===== src/rtl/booth_seq_multiplier.sv =====
// booth_seq_multiplier: sequential signed multiplier using radix-2 Booth
// recoding, one step per clock. A two-process control FSM (IDLE/LOAD/CALC/DONE)
// sequences an iteration counter and the {U,Q,q_1} shift datapath.
// Optional debug taps: define BOOTH_DEBUG_EN to add dbg_state/dbg_count ports
// and a simulation trace of every state transition.
module booth_seq_multiplier #(
    parameter int WIDTH = 4
) (
    input  logic                 clock,
    input  logic                 reset,
    input  logic                 start,
    input  logic [WIDTH-1:0]     a,
    input  logic [WIDTH-1:0]     b,
    output logic [2*WIDTH-1:0]   ab_result,
    output logic                 busy,
    output logic                 done
`ifdef BOOTH_DEBUG_EN
    ,
    output logic [1:0]           dbg_state,
    output logic [$clog2(WIDTH):0] dbg_count
`endif
);

    localparam int CW = $clog2(WIDTH) + 1;
    localparam logic [CW-1:0] CNT_MAX = CW'(WIDTH - 1);

    typedef enum logic [1:0] {
        IDLE = 2'd0,
        LOAD = 2'd1,
        CALC = 2'd2,
        DONE = 2'd3
    } state_t;

    state_t                state_r, state_nx_s;
    logic                  load_s, step_s, finish_s, init_count_s, cnt_ge_max_s;
    logic [CW-1:0]         count_r;
    logic [WIDTH-1:0]      a_r;
    logic [WIDTH:0]        u_r, u_nx_s;
    logic [WIDTH-1:0]      q_r, q_nx_s;
    logic                  q1_r, q1_nx_s;
    logic [2*WIDTH-1:0]    ab_result_r;
    logic                  busy_r, done_r;

    // One Booth step: add/subtract the sign-extended multiplicand according to
    // {Q[0], q_1}, then arithmetic shift of {U,Q,q_1} right by one bit.
    // U carries one extra bit so negating -2^(WIDTH-1) cannot overflow.
    function automatic logic [2*WIDTH+1:0] booth_step(
        input logic [WIDTH:0]   u,
        input logic [WIDTH-1:0] q,
        input logic             q1,
        input logic [WIDTH-1:0] m
    );
        logic [WIDTH:0] m_ext;
        logic [WIDTH:0] sum;
        m_ext = {m[WIDTH-1], m};
        case ({q[0], q1})
            2'b01:   sum = u + m_ext;
            2'b10:   sum = u - m_ext;
            default: sum = u;
        endcase
        return {sum[WIDTH], sum[WIDTH:1], sum[0], q[WIDTH-1:1], q[0]};
    endfunction

    assign cnt_ge_max_s = (count_r >= CNT_MAX);

    // Combinational Booth step on the current datapath registers.
    always_comb begin
        {u_nx_s, q_nx_s, q1_nx_s} = booth_step(u_r, q_r, q1_r, a_r);
    end

    // Control FSM: next state and datapath/counter strobes.
    always_comb begin
        state_nx_s   = state_r;
        load_s       = 1'b0;
        step_s       = 1'b0;
        finish_s     = 1'b0;
        init_count_s = 1'b0;
        case (state_r)
            IDLE: begin
                if (start) begin
                    state_nx_s = LOAD;
                    load_s     = 1'b1;
                end else begin
                    state_nx_s = IDLE;
                end
            end
            LOAD: state_nx_s = CALC;
            CALC: begin
                step_s       = 1'b1;
                init_count_s = 1'b1;
                if (cnt_ge_max_s) begin
                    state_nx_s = DONE;
                    finish_s   = 1'b1;
                end else begin
                    state_nx_s = CALC;
                end
            end
            DONE:    state_nx_s = IDLE;
            default: state_nx_s = IDLE;
        endcase
    end

    // State register.
    always_ff @(posedge clock or posedge reset) begin
        if (reset) begin
            state_r <= IDLE;
        end else begin
            state_r <= state_nx_s;
        end
    end

    // Iteration counter: counts only in CALC, held cleared everywhere else.
    always_ff @(posedge clock or posedge reset) begin
        if (reset) begin
            count_r <= {CW{1'b0}};
        end else if (init_count_s) begin
            count_r <= count_r + CW'(1);
        end else begin
            count_r <= {CW{1'b0}};
        end
    end

    // Datapath: operands captured on the start edge, then one Booth step per CALC cycle.
    always_ff @(posedge clock or posedge reset) begin
        if (reset) begin
            a_r  <= {WIDTH{1'b0}};
            u_r  <= {(WIDTH+1){1'b0}};
            q_r  <= {WIDTH{1'b0}};
            q1_r <= 1'b0;
        end else if (load_s) begin
            a_r  <= a;
            u_r  <= {(WIDTH+1){1'b0}};
            q_r  <= b;
            q1_r <= 1'b0;
        end else if (step_s) begin
            u_r  <= u_nx_s;
            q_r  <= q_nx_s;
            q1_r <= q1_nx_s;
        end
    end

    // Registered outputs: result latched on the final step, done pulses in DONE.
    always_ff @(posedge clock or posedge reset) begin
        if (reset) begin
            ab_result_r <= {(2*WIDTH){1'b0}};
            busy_r      <= 1'b0;
            done_r      <= 1'b0;
        end else begin
            if (finish_s) begin
                ab_result_r <= {u_nx_s[WIDTH-1:0], q_nx_s};
            end
            busy_r <= (state_nx_s != IDLE);
            done_r <= finish_s;
        end
    end

    assign ab_result = ab_result_r;
    assign busy      = busy_r;
    assign done      = done_r;

`ifdef BOOTH_DEBUG_EN
    assign dbg_state = state_r;
    assign dbg_count = count_r;

    // Simulation trace of every state transition.
    always @(posedge clock) begin
        if (!reset && (state_nx_s != state_r)) begin
            $display("[booth_seq_multiplier] %0t: state %0d -> %0d", $time, state_r, state_nx_s);
        end
    end
`else
    // No debug taps in this build.
`endif

endmodule


===== config.mk =====
export PLATFORM = sky130hd
export DESIGN_NAME = booth_seq_multiplier
export DESIGN_NICKNAME = d
export VERILOG_FILES = /design/src/rtl/booth_seq_multiplier.sv
export SDC_FILE = /design/constraint.sdc
export NUM_CORES = 1
export LEC_CHECK = 0
export BUFFER_PORTS_ARGS = -buffer_cell sky130_fd_sc_hd__buf_2
export CORE_MARGIN = 2
export CORE_UTILIZATION = 56
export DETAILED_ROUTE_END_ITERATION = 8
export GPL_ROUTABILITY_DRIVEN = 0
export PLACE_DENSITY = 0.76
export RECOVER_POWER = 100
export SLEW_MARGIN = 0
export SYNTH_ARGS = -nofsm -noshare
export SYNTH_HDL_FRONTEND = slang
export SYNTH_SLANG_ARGS = --single-unit

===== constraint.sdc =====
create_clock -name clock -period 2.95 [get_ports clock]
set_input_delay 0.1475 -clock clock [delete_from_list [all_inputs] [get_ports clock]]
set_output_delay 0.1475 -clock clock [all_outputs]
set_load 0.05 [all_outputs]

After elaboration in Yosys (flattened, before gate mapping)
Index checks and enable logic that the tools add are counted.
{"block": "word_totals", "wordCells": 37, "input_bits": 11, "out_inout_bits": 10, "regBits": 29}
{"block": "op_classes", "mux": 16, "addsub": 3, "reduce_logical": 3, "n_eq_ne": 5, "magnitude_cmp": 1}
{"operator": "2-to-1 mux 5 bit", "n": 2}
{"operator": "case mux 5 bit (2 select lines)", "n": 1}
{"operator": "2-to-1 mux 1 bit", "n": 9}
{"operator": "2-to-1 mux 4 bit", "n": 2}
{"operator": "case mux 2 bit (4 select lines)", "n": 1}
{"operator": "equality test 2 bit, second input constant", "n": 3}
{"operator": "adder 5 bit", "n": 1}
{"operator": "subtractor 5 bit", "n": 1}
{"operator": "equality test 2 x 1 -> 1 bit, second input constant", "n": 2}
{"operator": "nonzero test 2 bit", "n": 2}
{"operator": "adder 3 x 1 -> 3 bit, second input constant", "n": 1}
{"operator": ">= comparator 3 x 2 -> 1 bit, second input constant", "n": 1}
{"operator": "2-to-1 mux 3 bit", "n": 1}
{"operator": "zero test 2 bit", "n": 1}

Logic depth before layout (Yosys ltp)
{"block": "depth", "word_depth": 4, "ltp_mapped": 10}

Worst setup path before layout
No wires, ideal clock.
{"block": "synth_timing", "path_type": "flip-flop to flip-flop", "start": "register q1_r", "end": "register u_r[3]", "n_path_buf": 0, "required_time_ns": 2.830, "arrival_ns": 2.109, "setup_slack_ns": 0.721, "path_stages_with_launch": 10, "period_less_slack_ns": 2.229, "setup_time_ns": 0.120, "cell_sequence": "dfrtp_1 > inv_1 > ha_1 > mux2_2 > fa_1 > nand2b_1 > a21oi_2 > xnor2_1 > a211oi_1 > a31o_1"}
{"block": "synth_between", "elab_chain_cells": 4, "word_cells_on_any_way": 5, "classes_between": "eq/ne (2); mux (3)"}
{"element": "start: declaration", "line_no": "40", "text": "logic q1_r, q1_nx_s;"}
{"element": "start signal: assignment", "line_no": "138", "text": "q1_r <= q1_nx_s;"}
{"element": "equality test 2 bit or equality test 2 x 1 -> 1 bit (tied branches)", "line_no": "56", "text": "case ({q[0], q1})"}
{"element": "case mux 5 bit (2 select lines) (*)", "line_no": "56"}
{"element": "2-to-1 mux 5 bit (*)", "line_no": "135", "text": "end else if (step_s) begin"}
{"element": "2-to-1 mux 5 bit (*)", "line_no": "130", "text": "end else if (load_s) begin"}
{"element": "end signal: assignment", "line_no": "127", "text": "u_r <= {(WIDTH+1){1'b0}};"}
{"element": "end signal: assignment", "line_no": "132", "text": "u_r <= {(WIDTH+1){1'b0}};"}
{"element": "end signal: assignment", "line_no": "136", "text": "u_r <= u_nx_s;"}
{"element": "end: declaration", "line_no": "38", "text": "logic [WIDTH:0] u_r, u_nx_s;"}
Mark *: on every way between the ends. The rest lies on a longest branch, timed or not. The select of a mux whose other input is x is not followed.
A chain may end at the register's enable or synchronous reset.

Worst setup path after layout
{"block": "layout_timing", "start": "register a_r[0]", "end": "register u_r[3]"}
{"block": "layout_between", "elab_chain_cells": 4, "word_cells_on_any_way": 5, "classes_between": "add/sub (2); mux (3)"}
{"element": "start: declaration", "line_no": "37", "text": "logic [WIDTH-1:0] a_r;"}
{"element": "start signal: assignment", "line_no": "126", "text": "a_r <= {WIDTH{1'b0}};"}
{"element": "subtractor 5 bit or adder 5 bit (tied branches)", "line_no": "58, 57"}
{"element": "case mux 5 bit (2 select lines) (*)", "line_no": "56"}
{"element": "2-to-1 mux 5 bit (*)", "line_no": "135"}
{"element": "2-to-1 mux 5 bit (*)", "line_no": "130"}
Marks and branches as above.

==> metrics.txt <==
clock buffers created by TritonCTS 3; sequential cell area 700.7 um^2; skew final 0.002595 ns; Root Buffer clkbuf_4; Avg Cell Area, Syn 9.344 um^2; worst path required time 3.19 ns; CP Launch Type flop; top post-synthesis cells by area dfrtp_1 (47%), ha_1 (9.3%), nand2_1 (7.9%); # rows 18; Fin. Hold Viols 0; Initial Util 59.60%; DRC viols 0; Worst Path Max Fanout 4; clock-pin slew on the worst setup and hold paths 0.15 ns; Setup Total Neg Slack 0 ns; Top Usage Layer GRT met2; 1st-iter DRT viols 24; DP Wirelength 1957 um; Placed Cells 204; Ant. Diodes 0; Min Clock Period, post-route 2.505 ns; Via density 5.281; area share of the leading cell type in the synthesized netlist 47.46%; most frequent cells in the layout nand2_1 (31), dfrtp_1 (28), nor2_1 (16); # nets final 204; Gates resized, CTS repair 0; overflow left after global routing 0; non-filler instance count after layout 210; M1 GR Usage 28.88%; distinct cell type count after synthesis 31; I/O pins 21; share of post-route cells with drive strength above 1 9.444%; GRT Total Usage 20.31%; initial antenna violation count 0; vias post-DR 1,109; fmax 0.3992 GHz; Pins Over Slew Limit 0; WL/cell 13.02 um; max_slew headroom 32.04%; number of global-route vias before repair 1,136; Clk Latency, worst-skew pair 0.33 ns; first-pass GRT wire length 5099 um; CP Capture Type flop; CTS tree done; Fillers 212; met3 usage in global routing 2.576%; outcome finished, final reports clean; RSZ-0062 raised after global routing false; most common cell after layout, fill and taps aside nand2_1; Post-Syn Instances 158; Ys Warns 0; max_cap viols 0; Die Height 55.35 um; final setup violation count 0; leading area contributor after synthesis dfrtp_1; routed wire length 2734 um; ANT nets after route 0; Post-CTS Setup Bufs 0; Worst-Margin Slew 1.018 ns; Multi-input gate area 698.2 um^2; Hold Path Class in -> reg; Die X 55.35 um; area delta synth->final 11.95%; core area 2477 um^2; Post-Syn Nets 181; sequential share of the synthesized area 47.46%; hold depth 3; Clock Path Buffers 2; H-Tree Level Count 1; flops & latches, synth 28; largest net degree at the start of global routing 29; full die area 3063 um^2; DR pass1 iterations 4; met2 GRT Util 32.82%; Crit Path Category reg -> reg; Clock Sinks 28; CTS Hold Buffers Added 2; R2R cell count 9; crit share post-route 84.91%; PortBufs 20; synthesized area 1476 um^2; Worst Path Arrival 2.75 ns
registers in the layout, summed over array words and instances (netlist names):
register   cells
ab_result      8
q_r            4
count_r        3
q1_r           1
a_r            4
state_r        2
busy           1
done           1
u_r            4
worst paths after layout:
path	to	startpoint	slack, ns
max	u_r[3]$_DFFE_PP0P_	a_r[0]$_DFFE_PP0P_	0.45
min	a_r[1]$_DFFE_PP0P_	a[1]	0.004
max reg2reg	u_r[3]$_DFFE_PP0P_	a_r[0]$_DFFE_PP0P_	0.45
min reg2reg	count_r[0]$_DFF_PP0_	count_r[0]$_DFF_PP0_	0.48
max in group asynchronous	q_r[3]$_DFFE_PP0P_	reset	2.31
min in group asynchronous	count_r[1]$_DFF_PP0_	reset	0.03
through the flow:
step	hold WS [ns]	instance area (um^2)	setup slack, ns	util (%)
2_1_floorplan	0.2129	1476	0.7210	-
3_3_place_gp	0.3376	1600	0.6166	64.60
3_5_place_dp	0.3401	1600	0.5557	64.60
4_1_cts	0.003777	1673	0.5287	67.53
5_1_grt	0.003035	1653	0.2607	66.72
6_report	0.004462	1653	0.4452	66.72
worst max-delay path, stage by stage (launching register included):
cell	delay [ns]
dfrtp_1	0.42
inv_1	0.07
ha_1	0.28
mux2_1	0.33
fa_1	0.45
nand2b_1	0.16
a21oi_1	0.16
xnor2_1	0.19
a211oi_1	0.12
a31o_1	0.23
layout make-up:
class	count	area share, %
clock buffers	3	1.363
clock inverters	1	1.817
inverters	14	3.179
multi-input cells	111	42.24
flip-flops and latches	28	42.39
well taps	30	2.271
repair buffers	23	6.737
logic make-up (layout without fill, tap and decap cells):
kind of cell    count (synthesis)  in the layout  synth area share, %
fa+ha+maj                      12             12                10.68
xor+xnor                        4              4                2.373
mux                             9              9                6.271
buf+inv                        19             41                5.000
compound gates                 26             26                10.42
flops                          28             28                47.46
simple gates                   60             60                17.80
layer usage:
layer  wire [um]  share of wire, %  up-vias
li1            -                 -      560
met1        1308                48      521
met2        1300                48       22
met3          92               3.4        6
met4          32               1.2        0
met5           0                 0        -
synth_stat cells:
| cell | count |
|---|---|
| nand2b_1 | 1 |
| clkbuf_1 | 3 |
| nand2_1 | 31 |
| ha_1 | 11 |
| o21ai_2 | 1 |
| mux2i_1 | 7 |
| a21oi_2 | 1 |
| a21oi_1 | 6 |
| buf_2 | 2 |
| nor2_1 | 16 |
| xnor2_1 | 3 |
| and3_1 | 1 |
| a31o_1 | 1 |
| mux2_2 | 2 |
| nor2b_4 | 1 |
| inv_1 | 14 |
| and2_1 | 2 |
| a21o_1 | 1 |
| nor3b_1 | 1 |
| a31oi_1 | 1 |
| a211o_1 | 1 |
| dfrtp_1 | 28 |
| a211oi_1 | 2 |
| nand3_1 | 1 |
| o21ai_0 | 12 |
| nor3_1 | 2 |
| or3_1 | 1 |
| nor2b_1 | 1 |
| xor2_1 | 1 |
| or2_1 | 2 |
| fa_1 | 1 |
Power is not shown: default switching activity piles up to over one toggle a cycle in this logic, so the estimate is an artifact.
